==> src/rtl/instr_ram_arb_pkg.sv <==
// Shared types for the instruction RAM arbiter: grant owner encoding and wait counter width.
package instr_ram_arb_pkg;

    localparam int WAIT_CNT_W = 8;

    typedef enum logic [1:0] {
        OWN_NONE = 2'd0,
        OWN_CORE = 2'd1,
        OWN_DBG  = 2'd2
    } owner_t;

endpackage

==> src/rtl/instr_ram_arbiter.sv <==
// Two-port arbiter (core fetch, debug/loader) in front of a single-port instruction RAM.
// Latency: grant combinational in request cycle, rvalid/rdata one cycle after grant.
// Backpressure: core has priority; debug wins under lock or after MAX_WAIT stalled cycles.
module instr_ram_arbiter
    import instr_ram_arb_pkg::*;
#(
    parameter int ADDR_WIDTH = 18,
    parameter int DATA_WIDTH = 32,
    parameter int MAX_WAIT   = 8
) (
    input  logic                    clk,
    input  logic                    rst_n,

    input  logic                    core_req_i,
    input  logic [ADDR_WIDTH-1:0]   core_addr_i,
    output logic                    core_gnt_o,
    output logic                    core_rvalid_o,
    output logic [DATA_WIDTH-1:0]   core_rdata_o,

    input  logic                    dbg_req_i,
    input  logic [ADDR_WIDTH-1:0]   dbg_addr_i,
    input  logic                    dbg_we_i,
    input  logic [DATA_WIDTH/8-1:0] dbg_be_i,
    input  logic [DATA_WIDTH-1:0]   dbg_wdata_i,
    input  logic                    dbg_lock_i,
    output logic                    dbg_gnt_o,
    output logic                    dbg_rvalid_o,
    output logic [DATA_WIDTH-1:0]   dbg_rdata_o,

    output logic                    mem_en_o,
    output logic [ADDR_WIDTH-1:0]   mem_addr_o,
    output logic                    mem_we_o,
    output logic [DATA_WIDTH/8-1:0] mem_be_o,
    output logic [DATA_WIDTH-1:0]   mem_wdata_o,
    input  logic [DATA_WIDTH-1:0]   mem_rdata_i
);

    localparam logic [WAIT_CNT_W-1:0] WAIT_SAT = WAIT_CNT_W'(MAX_WAIT);

    owner_t                owner_q, owner_d;
    logic [WAIT_CNT_W-1:0] wait_cnt_q, wait_cnt_d;
    logic                  dbg_wins;

    always_comb begin
        dbg_wins    = dbg_lock_i | (wait_cnt_q == WAIT_SAT);
        // Lock starves the core even when the debug port is idle.
        core_gnt_o  = core_req_i & ~dbg_lock_i & ~(dbg_req_i & dbg_wins);
        dbg_gnt_o   = dbg_req_i & ~core_gnt_o;
        mem_en_o    = core_gnt_o | dbg_gnt_o;

        mem_addr_o  = '0;
        mem_we_o    = 1'b0;
        mem_be_o    = '0;
        mem_wdata_o = '0;
        owner_d     = OWN_NONE;
        if (core_gnt_o) begin
            mem_addr_o = core_addr_i;
            mem_be_o   = '1;
            owner_d    = OWN_CORE;
        end else if (dbg_gnt_o) begin
            mem_addr_o  = dbg_addr_i;
            mem_we_o    = dbg_we_i;
            mem_be_o    = dbg_be_i;
            mem_wdata_o = dbg_wdata_i;
            owner_d     = OWN_DBG;
        end

        wait_cnt_d = '0;
        if (dbg_req_i && !dbg_gnt_o) begin
            wait_cnt_d = (wait_cnt_q == WAIT_SAT) ? wait_cnt_q : wait_cnt_q + 1'b1;
        end
    end

    always_ff @(posedge clk or negedge rst_n) begin
        if (!rst_n) begin
            owner_q    <= OWN_NONE;
            wait_cnt_q <= '0;
        end else begin
            owner_q    <= owner_d;
            wait_cnt_q <= wait_cnt_d;
        end
    end

    assign core_rvalid_o = (owner_q == OWN_CORE);
    assign dbg_rvalid_o  = (owner_q == OWN_DBG);
    assign core_rdata_o  = mem_rdata_i;
    assign dbg_rdata_o   = mem_rdata_i;

endmodule

==> config.mk <==
export PLATFORM = sky130hd
export DESIGN_NAME = instr_ram_arbiter
export DESIGN_NICKNAME = d
export VERILOG_FILES = /design/src/rtl/instr_ram_arb_pkg.sv /design/src/rtl/instr_ram_arbiter.sv
export SDC_FILE = /design/constraint.sdc
export NUM_CORES = 1
export LEC_CHECK = 0
export ABC_AREA = 1
export ABC_CLOCK_PERIOD_IN_PS = 1700
export CORE_AREA = 2 2 91 93
export DETAILED_ROUTE_END_ITERATION = 12
export DIE_AREA = 0 0 93 95
export PLACE_DENSITY = 0.7
export SYNTH_ARGS = -nofsm -noshare
export SYNTH_HDL_FRONTEND = slang
export SYNTH_SLANG_ARGS = --single-unit
==> constraint.sdc <==
create_clock -name clk -period 1.7 [get_ports clk]
set_input_delay 0.34 -clock clk [delete_from_list [all_inputs] [get_ports clk]]
set_output_delay 0.34 -clock clk [all_outputs]
set_load 0.02 [all_outputs]
==> metrics.md <==
| Metric | Value |
|---|---|
| Status | `finished, violations left` |
| Failing checks | `setup timing` |
| Final ANT Viol Nets | `0` |
| CTS tree | `yes` |
| Hold WS | `0.4384 ns` |
| Post-route worst setup slack | `-0.3568 ns` |
| Mapped cell area | `0.001643 mm²` |
| Crit path kind | `flip-flop to output port` |
| Dpl cells | `458` |
| Core area | `0.007928 mm²` |
| Syn Nets | `386` |
| Netlist cell types | `19` |
| Buffers on Ports | `137` |
| First-pass GRT wire length | `7527 µm` |
| CP max stage cell | `dfrtp_1` |
| WL/cell | `12.20 µm` |
| Root Driver | `clkbuf_8` |
| Die span in x | `93 µm` |
| Commonest cells after routing, fill and taps aside | `clkdlybuf4s50_1 (75), buf_4 (47), inv_1 (46)` |
| Gate Count Post-Synth | `274` |
| Switch Pwr | `410.1 µW` |
| Clock power share | `0.199` |
| Largest fanout on the critical path | `8` |
| GR Util met1 | `0.1083` |
| Slew margin rel. | `0.6805` |
| Initial DRC Count | `39` |
| Filler cells | `848` |
| Met3 usage | `0.02873` |
| Rows | `33` |
| PD cells | `396.9 mW/mm²` |
| Met2 Use GR | `0.1914` |
| Period utilization | `1.210` |
| Dpl hpwl | `4101 µm` |
| Critical Path Source Type | `flip-flop` |
| H-tree levels | `1` |
| Hold Path Class | `primary input to asynchronous set/reset pin` |
| Clock slew at reported path FFs | `0.05 ns` |
| GRT Total Usage | `0.1064` |
| Drt total wl | `5760 µm` |
| Peak Freq | `486.2 MHz` |
| Seq pwr share | `0.203` |
| LEAKAGE | `1.592 nW` |
| Most common cell after layout, fill and taps aside | `clkdlybuf4s50_1` |
| Starting Density | `0.2072` |
| Flops & latches, synth | `10` |
| Final hold violation count | `0` |
| WP data arrival | `1.72 ns` |
| Share of cells above drive strength 1 | `0.3379` |
| Nets@finish | `481` |
| Largest net degree at the start of global routing | `35` |
| Remaining global-route overflow | `0` |
| Worst-skew pair later-pin latency | `0.23 ns` |
| Peak VDD IR | `0.2430 mV` |
| Fin Clk Skew | `0.001046 ns` |
| Top cell by count, worst path | `nand2_2` |
| Area grow syn2layout | `84.39%` |
| Initial antenna violation count | `0` |
| Pre-antenna DRT Iters | `4` |
| ANT cells | `0` |
| Worst-margin pin slew | `0.4778 ns` |
| Yosys warnings | `0` |
| Via/cell ratio | `3.985` |
| Post-synthesis sequential area ratio | `0.1523` |
| GP Congestion | `0.7258` |
| Vias | `1,881` |
| Gate power share | `0.597` |
| Internal power | `792.2 µW` |
| Register area | `250.2 µm²` |
| Die Ht | `95 µm` |
| Finish-stage setup viols | `57` |
| Boundary Pins | `234` |
| Max-slew violation count | `0` |
| Remaining DRCs | `0` |
| Die area | `0.008835 mm²` |
| Cells along the critical path | `inv_2, ha_2, nand2_2, nor2_2, nand2_2, nand2_8, buf_12, nand2_4, nor2_1, buf_4` |
| Area of the multi-input gates | `780.7 µm²` |
| Switching part of the total | `0.3411` |
| Clock tree sinks | `10` |
| CP max stage delay | `0.38 ns` |
| Global route hottest layer | `met2` |
| Final min period | `2.057 ns` |
| Total CTS buffers | `3` |
| CP required | `1.36 ns` |
| Max cap viols | `0` |
| Cell depth of the worst flop-to-flop path | `8` |
| RSZ-0062 raised after global routing | `true` |
| Maximum clock path buffer count | `2` |
| Hold buffers post-CTS | `0` |
| Endpoint type of the worst setup path | `output port` |
| Syn avg cell area | `5.996 µm²` |
| Final non-filler cell total | `472` |
| Vias in the first global route | `1,678` |
-- routing by layer --
layer	up-vias	wire length, µm
li1	940	-
met1	811	2011
met2	102	3026
met3	28	497
met4	0	224
met5	-	0
-- repair_timing --
item / CTS / global route
resized for setup: 309 / 59
endpoints found under the setup margin: 58 / 59
buffers inserted: 3 / 6
pin swaps: 1 / 8
gates cloned: 0 / 5
-- flip-flops by register name, indices dropped and copies added, names as in the netlist --
signal      flops
wait_cnt_q      8
owner_q         2
-- power groups by stage --
stage / clock network [mW] / logic, mW / registers [mW]
2_1_floorplan: 0 / 0.469 / 0.248
3_3_place_gp: 0 / 0.628 / 0.248
3_5_place_dp: 0 / 0.633 / 0.248
4_1_cts: 0.253 / 0.634 / 0.244
5_1_grt: 0.264 / 0.768 / 0.245
6_report: 0.240 / 0.718 / 0.245
-- cell type report --
class	count	area share
Clock buffer	3	0.01363
Inverter	49	0.06072
Multi-Input combinational cell	141	0.2577
Sequential cell	10	0.08261
Tap cell	105	0.04337
Timing Repair Buffer	164	0.5419
-- worst paths after layout --
check                                   start               to  slack [ns]
worst max-delay path            wait_cnt_q[1]  mem_wdata_o[27]       -0.36
worst min-delay path                    rst_n    wait_cnt_q[7]        0.44
min in group clk                wait_cnt_q[0]    wait_cnt_q[0]        0.53
worst max register to register  wait_cnt_q[1]    wait_cnt_q[4]        0.22
max in group asynchronous               rst_n    wait_cnt_q[4]        0.94
worst min register to register  wait_cnt_q[0]    wait_cnt_q[0]        0.53
-- critical path: cells and delay by family (launching register included) --
kind	cells	cell delay, ns
flip-flops	1	0.38
adder cells (fa/ha/maj)	1	0.16
buffers and inverters	3	0.33
AND/OR/NAND/NOR	6	0.59
-- through the flow --
| stage | instance area, µm² | setup WS (ns) | util | setup TNS (ns) | power (mW) |
|---|---|---|---|---|---|
| after global routing | 3029 | -0.4639 | 0.3821 | -22.98 | 1.277 |
| final | 3029 | -0.3568 | 0.3821 | -16.29 | 1.202 |
| after floorplan | 1643 | -0.02853 | - | -0.8273 | 0.7175 |
| after CTS | 2725 | -0.3858 | 0.3438 | -15.76 | 1.131 |
| after detailed placement | 2724 | -0.8234 | 0.3436 | -45.20 | 0.8811 |
| after global placement | 2724 | -0.8190 | 0.3436 | -44.95 | 0.8764 |
-- cells in the mapped netlist (all sizes together) --
library cell | n | area [µm²]
buf | 74 | 564.3
inv | 49 | 183.9
nor2 | 48 | 180.2
nand2 | 42 | 175.2
nand3 | 39 | 200.2
dfrtp | 10 | 250.2
nand4 | 3 | 18.77
clkbuf | 2 | 7.510
ha | 2 | 25.02
xor2 | 2 | 17.52
o21ai | 1 | 5.000
or2 | 1 | 6.260
xnor2 | 1 | 8.760
-- logic make-up (layout without fill, tap and decap cells) --
group           after synthesis  after routing  synth area share
xor+xnor                      3              3           0.01600
simple gates                133            135            0.3534
flops                        10             10            0.1523
buf+inv                     125            216            0.4600
fa+ha+maj                     2              2           0.01523
compound gates                1              1          0.003044
Note: power is estimated with default switching activity, not from simulation.
